[config.mk]
export PLATFORM = sky130hd
export DESIGN_NAME = rr_stream_arbiter
export DESIGN_NICKNAME = d
export VERILOG_FILES = /design/src/rtl/rr_stream_arbiter.sv
export SDC_FILE = /design/constraint.sdc
export NUM_CORES = 1
export LEC_CHECK = 0
export BUFFER_PORTS_ARGS = -buffer_cell sky130_fd_sc_hd__buf_2
export CAP_MARGIN = 10
export CORE_MARGIN = 2
export CORE_UTILIZATION = 53
export DETAILED_ROUTE_END_ITERATION = 6
export PLACE_DENSITY = 0.94
export SETUP_SLACK_MARGIN = 0.4
export SYNTH_ARGS = -nofsm -noshare
export SYNTH_HDL_FRONTEND = slang
export SYNTH_SLANG_ARGS = --single-unit
[constraint.sdc]
create_clock -name clk -period 6.45 [get_ports clk]
set_input_delay 1.6125 -clock clk [delete_from_list [all_inputs] [get_ports clk]]
set_output_delay 1.6125 -clock clk [all_outputs]
set_load 0.005 [all_outputs]
[src/rtl/rr_stream_arbiter.sv]
// Round-robin arbiter merging NUM_REQ valid/ready producer streams into one
// valid/ready output through a two-entry (main + skid) output buffer.
module rr_stream_arbiter #(
    parameter  int unsigned NUM_REQ = 4,
    parameter  int unsigned DATA_W  = 16,
    localparam int unsigned IDX_W   = $clog2(NUM_REQ)
) (
    input  logic                      clk,
    input  logic                      reset,
    input  logic [NUM_REQ-1:0]        req_valid,
    output logic [NUM_REQ-1:0]        req_ready,
    input  logic [NUM_REQ*DATA_W-1:0] req_data,
    output logic                      out_valid,
    input  logic                      out_ready,
    output logic [DATA_W-1:0]         out_data,
    output logic [IDX_W-1:0]          out_src
);

    logic [IDX_W-1:0]  last_grant_q, last_grant_d;
    logic              active_q;
    logic              main_valid_q, main_valid_d;
    logic [DATA_W-1:0] main_data_q, main_data_d;
    logic [IDX_W-1:0]  main_src_q, main_src_d;
    logic              skid_valid_q, skid_valid_d;
    logic [DATA_W-1:0] skid_data_q, skid_data_d;
    logic [IDX_W-1:0]  skid_src_q, skid_src_d;

    logic              grant_vld;
    logic [IDX_W-1:0]  grant_idx;
    logic [DATA_W-1:0] in_data;
    logic              in_fire;
    logic              out_fire;

    // Rotating priority search: first valid requester after last_grant wins.
    always_comb begin : grant_search
        int unsigned      base;
        int unsigned      cand;
        logic [IDX_W-1:0] cand_idx;
        base      = 32'(last_grant_q);
        cand      = 0;
        cand_idx  = '0;
        grant_vld = 1'b0;
        grant_idx = '0;
        for (int unsigned k = 1; k <= NUM_REQ; k++) begin
            cand     = (base + k) % NUM_REQ;
            cand_idx = IDX_W'(cand);
            if (!grant_vld && req_valid[cand_idx]) begin
                grant_vld = 1'b1;
                grant_idx = cand_idx;
            end
        end
    end

    always_comb begin
        in_data = '0;
        for (int unsigned i = 0; i < NUM_REQ; i++) begin
            if (grant_idx == IDX_W'(i)) begin
                in_data = req_data[i*DATA_W +: DATA_W];
            end
        end
    end

    // active_q keeps req_ready low during reset without a combinational reset path.
    always_comb begin
        req_ready = '0;
        if (active_q && grant_vld && !skid_valid_q) begin
            req_ready[grant_idx] = 1'b1;
        end
    end

    assign in_fire  = |(req_valid & req_ready);
    assign out_fire = main_valid_q & out_ready;

    always_comb begin
        last_grant_d = last_grant_q;
        main_valid_d = main_valid_q;
        main_data_d  = main_data_q;
        main_src_d   = main_src_q;
        skid_valid_d = skid_valid_q;
        skid_data_d  = skid_data_q;
        skid_src_d   = skid_src_q;

        if (in_fire) begin
            last_grant_d = grant_idx;
        end

        if (!main_valid_q || out_fire) begin
            if (skid_valid_q) begin
                main_valid_d = 1'b1;
                main_data_d  = skid_data_q;
                main_src_d   = skid_src_q;
                skid_valid_d = 1'b0;
            end else if (in_fire) begin
                main_valid_d = 1'b1;
                main_data_d  = in_data;
                main_src_d   = grant_idx;
            end else begin
                main_valid_d = 1'b0;
            end
        end else if (in_fire) begin
            skid_valid_d = 1'b1;
            skid_data_d  = in_data;
            skid_src_d   = grant_idx;
        end
    end

    always_ff @(posedge clk or negedge reset) begin
        if (!reset) begin
            active_q     <= 1'b0;
            last_grant_q <= IDX_W'(NUM_REQ - 1);
            main_valid_q <= 1'b0;
            main_data_q  <= '0;
            main_src_q   <= '0;
            skid_valid_q <= 1'b0;
            skid_data_q  <= '0;
            skid_src_q   <= '0;
        end else begin
            active_q     <= 1'b1;
            last_grant_q <= last_grant_d;
            main_valid_q <= main_valid_d;
            main_data_q  <= main_data_d;
            main_src_q   <= main_src_d;
            skid_valid_q <= skid_valid_d;
            skid_data_q  <= skid_data_d;
            skid_src_q   <= skid_src_d;
        end
    end

    assign out_valid = main_valid_q;
    assign out_data  = main_data_q;
    assign out_src   = main_src_q;

endmodule

==> results of run 1 <==
[synth_stat cells]
library cell / instances
dfrtp_1: 39
o21ai_0: 37
a32oi_1: 32
and3_1: 18
nand3_1: 17
a221o_1: 16
clkbuf_1: 14
mux2_1: 12
buf_2: 9
nand2_1: 9
nor2_1: 7
a21oi_1: 4
mux2_2: 4
buf_6: 3
and2b_1: 2
dfstp_2: 2
a21boi_1: 1
a21o_1: 1
a21oi_2: 1
a2bb2oi_4: 1
and2_4: 1
and3b_1: 1
conb_1: 1
mux2i_2: 1
nand2b_1: 1
nand2b_2: 1
nor2_2: 1
nor2b_1: 1
nor3_1: 1
o211a_1: 1
o21bai_4: 1
o41ai_2: 1
or2_4: 1
or3_1: 1
[registers in the layout, summed over array words and instances, names as in the netlist]
signal	flops
active_q	1
last_grant_q	2
out_data	16
out_src	2
out_valid	1
skid_data_q	16
skid_src_q	2
skid_valid_q	1
[worst max-delay path: stages]
cell       delay [ps]
buf_2             120
and2b_1           250
a2bb2oi_4         450
and2_4            390
and3_1            190
buf_2             110
[worst max-delay path by stage]
stage	from	endpoint	slack (ps)
global route	req_valid[0]	req_ready[0]	1610
detailed placement	req_valid[0]	req_ready[0]	1730
global placement	req_valid[0]	req_ready[0]	1790
CTS	req_valid[0]	req_ready[0]	1730
finish	req_valid[0]	req_ready[0]	1700
floorplan	req_valid[0]	req_ready[1]	2230
[through the flow]
step                      util, %  worst slack, ps  instances  cell area [µm²]  hold WS (ps)
after global routing         67.1             1610        372             2940           504
final                        67.1             1700        372             2940           487
after floorplan                 -             2230        243             2440           450
after CTS                    67.1             1730        372             2940           489
after global placement       65.1             1790        364             2850           464
after detailed placement     65.1             1730        364             2850           472
[power breakdown]
part / switching (mW) / total [mW] / internal (mW)
clock: 0.0931 / 0.169 / 0.0762
sequential: 0.0644 / 0.430 / 0.366
combinational: 0.214 / 0.402 / 0.189
[final cells by class]
type                    count  area (µm²)  area share, %
clock buffers               6        72.6           2.47
clock inverters             2        15.0          0.511
multi-input cells         176        1280           43.5
flip-flops and latches     41        1030           35.0
well taps                  52        65.1           2.21
repair buffers             95         480           16.3
[logic make-up (layout without fill, tap and decap cells)]
group,after synthesis,in the layout,share of synthesized area [%]
compound gates,96,96,30.4
buf+inv,26,103,5.39
flops,41,41,42.2
mux,17,17,7.96
other cells,1,1,0.154
simple gates,62,62,13.9
[layer usage]
metal  vias to the layer above  wire length (µm)  track usage [%]
met1                      1178              2910             39.0
met5                         -                 0                0
met4                         0               165             11.7
met2                       167              3250             44.8
li1                       1114                 -                -
met3                        22               649             6.33
==> flow_metrics.py, run 1 <==
metrics = {
    "cts": {
        "numCtsBuffers": 5,
        "htreeDepth": 2,
        "clk_latency_ps": 300,
        "clockBufferDepth": 2,
        "clk_pin_slew_ps": 70,
        "cts_resized": 0,
        "cts_tree": "yes",
        "cts_num_sinks": 41,
        "postCtsSetupRepairBufs": 0,
        "cts_root_buf": "clkbuf_8",
        "ctsHoldBuffers": 0,
    },
    "worst_hold_path": {
        "min_path_cells": 2,
        "min_from": "skid_src_q[0]",
        "hold_path_class": "flop to flop",
        "hold_end": "skid_src_q[0]",
    },
    "timing": {
        "fin_crit_sh_pct": 73.7,
        "max_slew_margin_pct": 40.6,
        "setup_viol": 0,
        "grt_setup_unrepaired": "false",
        "hold_viol_final": 0,
        "finClkSkew_ps": 7.75,
        "setup_tns_ps": 0,
        "fmax_mhz": 210,
        "period_minus_slack_ps": 4750,
        "slew_viol_final": 0,
        "worstMarginPinSlew_ps": 891,
    },
    "route": {
        "vias": 2481,
        "routedWlPerCell_um": 18.7,
        "via_per_inst": 6.67,
        "dr.pass1.iters": 5,
        "drc_errors": 0,
        "ant_nets": 0,
        "drtIter0Drc": 169,
        "drt-total-wl_um": 6970,
    },
    "synth": {
        "synth_area_per_cell_um2": 10.0,
        "synth_cell_types": 34,
        "netlist_area_um2": 2440,
        "syn-num-nets": 314,
        "synth_area_leader_cell": "dfrtp_1",
        "ys_seq_elements": 41,
        "synth_top_area_share_pct": 40.1,
        "synth_cells": 243,
        "ys_seq_area_share_pct": 42.2,
        "yosysWarnings": 0,
        "ys_top_cells_by_area": "dfrtp_1, a32oi_1, o21ai_0",
    },
    "critical_path": {
        "crit_arrival_ps": 3140,
        "crit_fanout": 20,
        "worstSetupStartpointType": "input port",
        "r2r-end": "out_data[5]",
        "critPathCaptureType": "output port",
        "path_class": "input port to output port",
        "timing.rr.start": "skid_valid_q",
        "reg2reg_slack_ps": 3900,
        "reg2regPathDepth": 4,
        "crit_required_ps": 4840,
    },
    "place": {
        "dp_hpwl_um": 4630,
        "portBuffers": 93,
        "gp_congestion": 0.865,
    },
    "floorplan": {
        "die_w_um": 71.8,
        "start_util_pct": 55.6,
        "coreArea_um2": 4380,
        "die_h_um": 71.8,
        "ios": 94,
        "die_area_um2": 5150,
        "rows": 24,
    },
    "finish": {
        "layout_commonest_cell": "buf_2",
        "n_fill_cell": 349,
        "final_cell_mix": "buf_2, dfrtp_1, o21ai_0, a32oi_1, and3_1",
        "drive_gt1_share_pct": 36.9,
        "syn_to_final_growth_pct": 20.7,
        "antennaDiodeCount": 0,
        "fin_nets": 390,
    },
    "flow_run": {
        "drv_cap": 0,
    },
    "global_route": {
        "overflow": 0,
        "antenna_found_initial": 0,
        "grt_pass1_wl_um": 11500,
        "track_usage_pct": 28.7,
        "grt_max_degree": 42,
        "grt_pass1_vias": 2403,
    },
    "pwr": {
        "leakagePower_nw": 1.39,
        "power.density_nw_per_um2": 341,
        "power_mw": 1.00,
        "vdd_drop_max_mv": 0.221,
    },
    "status": {
        "status": "finished, final reports clean",
    },
}
Note: power is estimated with default switching activity, not from simulation.
==> inputs of run 2 (changes only) <==
--- a/config.mk
+++ b/config.mk
@@ -5,12 +5,13 @@
 export SDC_FILE = /design/constraint.sdc
 export NUM_CORES = 1
 export LEC_CHECK = 0
+export ABC_AREA = 1
 export BUFFER_PORTS_ARGS = -buffer_cell sky130_fd_sc_hd__buf_2
 export CAP_MARGIN = 10
 export CORE_MARGIN = 2
-export CORE_UTILIZATION = 53
+export CORE_UTILIZATION = 50
 export DETAILED_ROUTE_END_ITERATION = 6
-export PLACE_DENSITY = 0.94
+export PLACE_DENSITY = 0.88
 export SETUP_SLACK_MARGIN = 0.4
 export SYNTH_ARGS = -nofsm -noshare
 export SYNTH_HDL_FRONTEND = slang
==> constraint.sdc (replaced) <==
create_clock -name clk -period 4.7 [get_ports clk]
set_input_delay 1.175 -clock clk [delete_from_list [all_inputs] [get_ports clk]]
set_output_delay 1.175 -clock clk [all_outputs]
set_load 0.005 [all_outputs]
==> run 2 against run 1 <==
Against the previous run: synthesized cell count grew 58%; final cell count grew 45%; setup slack lost 1000 ps; core utilization shrank 4.1 points; via count grew 13%; sequential cell count is the same; total power grew to 2.8 times the previous value; worst hold slack lost 13 ps; design area grew 9.4%; sequential share of layout area shrank 3.0 points; sequential power grew 46%; register-to-register slack lost 1700 ps.
==> flow_metrics.py, run 2 <==
metrics = {
    "route": {
        "drc_errors": 0,
        "via_per_inst": 5.22,
        "drt-total-wl_um": 6780,
        "dr.pass1.iters": 4,
        "routedWlPerCell_um": 12.6,
        "ant_nets": 0,
        "drtIter0Drc": 299,
        "vias": 2806,
    },
    "global_route": {
        "track_usage_pct": 24.4,
        "grt_max_degree": 42,
        "grt_pass1_vias": 2681,
        "overflow": 0,
        "antenna_found_initial": 0,
        "grt_pass1_wl_um": 11800,
    },
    "synth": {
        "synth_cells": 385,
        "yosysMostFrequentCell": "nand2_1",
        "syn-num-nets": 456,
        "yosysWarnings": 0,
        "ys.flop_type": "dfrtp_1",
        "synth_area_per_cell_um2": 6.92,
        "ys_seq_elements": 41,
        "netlist_area_um2": 2660,
        "synth-edff-count": 0,
        "synth_area_leader_cell": "dfrtp_1",
        "synthArstFlopShare_pct": 100,
        "synth_cell_types": 30,
        "ys_top_cells_by_count": "nand2_1, dfrtp_1, nand3_1, nand4_1, nor2_1",
        "ys_top_cells_by_area": "dfrtp_1, nand2_1, nand3_1",
        "synth_top_area_share_pct": 36.7,
        "ys_seq_area_share_pct": 38.6,
    },
    "critical_path": {
        "critPathCaptureType": "output port",
        "timing.rr.start": "last_grant_q[0]",
        "reg2regPathDepth": 15,
        "crit_required_ps": 3520,
        "crit_path_max_incr_delay_ps": 290,
        "reg2reg_slack_ps": 2180,
        "crit_path_start": "req_valid[0]",
        "cp_slowest_cell": "nand2_8",
        "critical-path-top-delay-family": "simple AND/OR/NAND/NOR gates",
        "critPathBufInv": 3,
        "worstSetupStartpointType": "input port",
        "r2r-end": "out_data[12]",
        "cp-endpoint": "req_ready[0]",
        "cp.depth": 11,
        "crit_arrival_ps": 2850,
        "path_class": "input port to output port",
        "path_cells": "buf_2, nand2_1, nand2_1, nand2_2, nand2_4, a21oi_1, nand2_2, nand2_8, inv_1, nor3_1, buf_2",
        "crit_fanout": 37,
    },
    "pwr": {
        "p_comb_share_pct": 66.8,
        "switchingPower_mw": 1.48,
        "vdd_drop_max_mv": 0.608,
        "pwr-share-seq_pct": 22.7,
        "swShare_pct": 53.3,
        "power_mw": 2.77,
        "p_clk_share_pct": 10.5,
        "power.density_nw_per_um2": 862,
        "leakagePower_nw": 1.81,
        "intPower_mw": 1.29,
    },
    "cts": {
        "ctsHoldBuffers": 0,
        "clockBufferDepth": 2,
        "postCtsSetupRepairBufs": 0,
        "cts_root_buf": "clkbuf_8",
        "clk_pin_slew_ps": 70,
        "cts_tree": "yes",
        "numCtsBuffers": 5,
        "cts_resized": 0,
        "cts_num_sinks": 41,
        "clk_latency_ps": 290,
        "htreeDepth": 2,
    },
    "timing": {
        "fin_crit_sh_pct": 85.7,
        "slew_viol_final": 0,
        "period_minus_slack_ps": 4030,
        "setup_viol": 0,
        "worstMarginPinSlew_ps": 897,
        "setup_tns_ps": 0,
        "fin_ws_ps": 674,
        "grt_setup_unrepaired": "false",
        "finClkSkew_ps": 9.56,
        "fmax_mhz": 248,
        "max_slew_margin_pct": 40.2,
        "hold_viol_final": 0,
    },
    "place": {
        "gp_congestion": 0.904,
        "place_ws_ps": 696,
        "placed_area_um2": 3100,
        "place_inst": 530,
        "portBuffers": 93,
        "dp_hpwl_um": 5030,
    },
    "finish": {
        "antennaDiodeCount": 0,
        "fin_nets": 538,
        "fin_cells": 538,
        "syn_to_final_growth_pct": 20.9,
        "layout_commonest_cell": "nand2_1",
        "finalInstanceArea_um2": 3220,
        "final_cell_mix": "nand2_1, buf_2, dfrtp_1, nand3_1, nand4_1",
        "n_fill_cell": 465,
        "drive_gt1_share_pct": 28.0,
    },
    "floorplan": {
        "die_h_um": 77.0,
        "coreArea_um2": 5110,
        "start_util_pct": 52.1,
        "ios": 94,
        "die_w_um": 77.0,
        "die_area_um2": 5930,
        "rows": 26,
    },
    "flow_run": {
        "drv_cap": 0,
    },
    "worst_hold_path": {
        "hold_path_class": "flop to flop",
    },
    "status": {
        "status": "finished, final reports clean",
    },
}
[run 2: cell types whose count changed after synthesis, sizes merged, moves of 17 or more]
cell,change
nand2,+196
a32oi,-32
and3,-18
nand3,+22
o21ai,-33
nand4,+27
inv,+17
[run 2: cell families after synthesis]
logic type | synth area share (%)
buffers and inverters | 7.61
AOI/OAI and AO/OA | 2.77
other | 0.141
and+or+nand+nor | 50.8
DFF | 38.6
[run 2: layer usage]
layer	track usage, %	wire length [µm]	up-vias	part of all wire [%]
li1	-	-	1402	-
met1	32.9	2970	1275	44
met2	39.9	3210	119	47
met3	4.94	499	10	7.4
met4	7.32	97	0	1.4
met5	0	0	-	0
[run 2: how the worst min path moves through the flow]
stage | start | end | slack, ps | cells after the start
final | out_data[1] | out_data[1] | 470 | 2
after global routing | out_data[13] | out_data[13] | 500 | 2
after CTS | out_data[4] | out_data[4] | 480 | 2
after detailed placement | out_data[4] | out_data[4] | 460 | 2
after global placement | skid_data_q[13] | skid_data_q[13] | 460 | 2
after floorplan | skid_data_q[9] | skid_data_q[9] | 450 | 2
[run 2: per-stage QoR]
step	utilization, %	hold slack, ps
6_report	63.0	475
5_1_grt	63.0	500
4_1_cts	63.0	482
3_5_place_dp	60.7	462
3_3_place_gp	60.7	462
2_1_floorplan	-	449
[run 2: power by group through the flow]
stage          sequential, mW  clock, mW  combinational [mW]
2_1_floorplan           0.604          0                1.50
3_3_place_gp            0.629          0                1.77
3_5_place_dp            0.635          0                1.83
4_1_cts                 0.630      0.296                1.84
5_1_grt                 0.652      0.310                2.11
6_report                0.629      0.292                1.85
[run 2: tightest hold or removal path, delay by kind of cell (launching register included)]
kind	cells	cell delay (ps)
DFF	1	340
and+or+nand+nor	2	100
[run 2: layout make-up]
cell class	count	area, µm²	area share [%]
multi-input cells	306	1430	44.5
inverters	17	66.3	2.06
well taps	70	87.6	2.72
repair buffers	96	488	15.2
clock inverters	1	30.0	0.933
clock buffers	7	86.3	2.68
flip-flops and latches	41	1030	32.0
==> inputs of run 3 (changes only) <==
--- a/config.mk
+++ b/config.mk
@@ -8,10 +8,12 @@
 export ABC_AREA = 1
 export BUFFER_PORTS_ARGS = -buffer_cell sky130_fd_sc_hd__buf_2
 export CAP_MARGIN = 10
-export CORE_MARGIN = 2
-export CORE_UTILIZATION = 50
+export CELL_PAD_IN_SITES_DETAIL_PLACEMENT = 0
+export CELL_PAD_IN_SITES_GLOBAL_PLACEMENT = 1
+export CORE_MARGIN = 3
+export CORE_UTILIZATION = 35
 export DETAILED_ROUTE_END_ITERATION = 6
-export PLACE_DENSITY = 0.88
+export PLACE_DENSITY = 0.89
 export SETUP_SLACK_MARGIN = 0.4
 export SYNTH_ARGS = -nofsm -noshare
 export SYNTH_HDL_FRONTEND = slang
==> run 3 against run 2 <==
Against the previous run: critical path type unchanged; maximum frequency hardly changed; via count down 2.7%; critical endpoint unchanged; global-route usage shrank 7.1 points; critical path depth unchanged; die area up 47%; combinational power barely moved; clock skew shrank 6.1 ps; routed wire length rose by 3.9%; highest routed layer unchanged; sequential power about the same; clock power fell by 25%.
==> flow_metrics.py, run 3 (same netlist as run 2, synthesis figures left out) <==
metrics = {
    "status": {
        "status": "finished, final reports clean",
    },
    "finish": {
        "n_fill_cell": 781,
        "fin_nets": 538,
        "syn_to_final_growth_pct": 20.9,
        "layout_commonest_cell": "nand2_1",
        "drive_gt1_share_pct": 27.6,
        "final_cell_mix": "nand2_1, buf_2, dfrtp_1, nand3_1, nand4_1",
        "area.sequential_um2": 1030,
        "multi_input_area_um2": 1430,
        "antennaDiodeCount": 0,
    },
    "critical_path": {
        "crit_fanout": 37,
        "critical-path-top-delay-family": "simple AND/OR/NAND/NOR gates",
        "path_cells": "buf_2, nand2_1, nand2_1, nand2_2, nand2_4, a21oi_1, nand2_2, nand2_8, inv_1, nor3_1, buf_2",
        "crit_required_ps": 3520,
        "path_class": "input port to output port",
        "critPathBufInv": 3,
        "critPathCaptureType": "output port",
        "crit_arrival_ps": 2850,
        "crit_path_max_incr_delay_ps": 290,
        "worstSetupStartpointType": "input port",
        "cp_slowest_cell": "nand2_8",
    },
    "flow_run": {
        "drv_cap": 0,
    },
    "global_route": {
        "grt_max_degree": 42,
        "grt_pass1_wl_um": 12200,
        "antenna_found_initial": 0,
        "overflow": 0,
        "grt_pass1_vias": 2591,
        "track_usage_pct": 17.3,
    },
    "cts": {
        "cts_tree": "yes",
        "clk_pin_slew_ps": 70,
        "ctsHoldBuffers": 0,
        "cts_resized": 0,
        "cts_num_sinks": 41,
        "htreeDepth": 2,
        "clk_latency_ps": 290,
        "postCtsSetupRepairBufs": 0,
        "clockBufferDepth": 2,
        "cts_root_buf": "clkbuf_8",
        "numCtsBuffers": 5,
    },
    "route": {
        "drtIter0Drc": 130,
        "drt-total-wl_um": 7040,
        "via_per_inst": 4.81,
        "drc_errors": 0,
        "dr.pass1.iters": 4,
        "ant_nets": 0,
        "vias": 2729,
        "routedWlPerCell_um": 12.4,
    },
    "timing": {
        "fin_crit_sh_pct": 85.6,
        "grt_setup_unrepaired": "false",
        "finClkSkew_ps": 3.50,
        "worstMarginPinSlew_ps": 900,
        "fmax_mhz": 248,
        "period_minus_slack_ps": 4020,
        "slew_viol_final": 0,
        "setup_viol": 0,
        "max_slew_margin_pct": 40.0,
        "whs_ps": 474,
        "hold_viol_final": 0,
        "setup_tns_ps": 0,
    },
    "floorplan": {
        "start_util_pct": 36.3,
        "ios": 94,
        "die_area_um2": 8690,
        "die_h_um": 93.2,
        "rows": 31,
        "coreArea_um2": 7330,
        "die_w_um": 93.2,
    },
    "worst_hold_path": {
        "hold_path_class": "flop to flop",
    },
    "pwr": {
        "power.density_nw_per_um2": 838,
        "vdd_drop_max_mv": 0.390,
        "leakagePower_nw": 1.79,
    },
    "place": {
        "gp_congestion": 0.833,
        "portBuffers": 93,
        "dp_hpwl_um": 5200,
    },
}
==> run 3: path summary, 6_finish.rpt <==
check	startpoint	endpoint	slack (ps)	cells after the start
min in group asynchronous	reset	out_data[5]	1010	1
worst min-delay path	out_data[10]	out_data[10]	470	2
worst min register to register	out_data[10]	out_data[10]	470	2
max in group asynchronous	reset	skid_data_q[11]	3120	1
worst max-delay path	req_valid[2]	req_ready[0]	680	11
worst max register to register	last_grant_q[0]	out_data[2]	2190	15
==> run 3: worst register-to-register path, delay by kind of cell (launching register included) <==
kind                   cells  cell delay, ps
buffers and inverters      1              90
AOI/OAI and AO/OA          1             150
and+or+nand+nor           13            1500
DFF                        1             650
==> run 3: layer usage <==
layer	routed length, µm	vias up	share of wire, %	track usage (%)
met1	3410	1233	48	25.1
li1	-	1403	-	-
met5	0	-	0	0
met2	3180	87	45	27.0
met4	72	0	1.0	3.42
met3	378	6	5.4	3.22
==> run 3: metrics by stage <==
| stage | utilization (%) | total power, mW | cells | worst slack (ps) | cell area (µm²) |
|---|---|---|---|---|---|
| floorplan | - | 2.11 | 385 | 1250 | 2660 |
| global placement | 42.8 | 2.45 | 559 | 787 | 3140 |
| detailed placement | 42.8 | 2.49 | 559 | 715 | 3140 |
| CTS | 43.9 | 2.72 | 567 | 704 | 3220 |
| global route | 43.9 | 3.03 | 567 | 491 | 3220 |
| finish | 43.9 | 2.70 | 567 | 676 | 3220 |
==> run 3: layout make-up <==
class	instances	area share, %
multi-input cells	306	44.5
clock buffers	8	2.49
flip-flops and latches	41	32.0
repair buffers	96	15.2
inverters	17	2.06
well taps	99	3.85
==> run 3: power by group <==
part / total, mW / switching (mW) / internal (mW)
registers: 0.626 / 0.103 / 0.523
clock network: 0.218 / 0.112 / 0.106
logic: 1.85 / 1.26 / 0.597
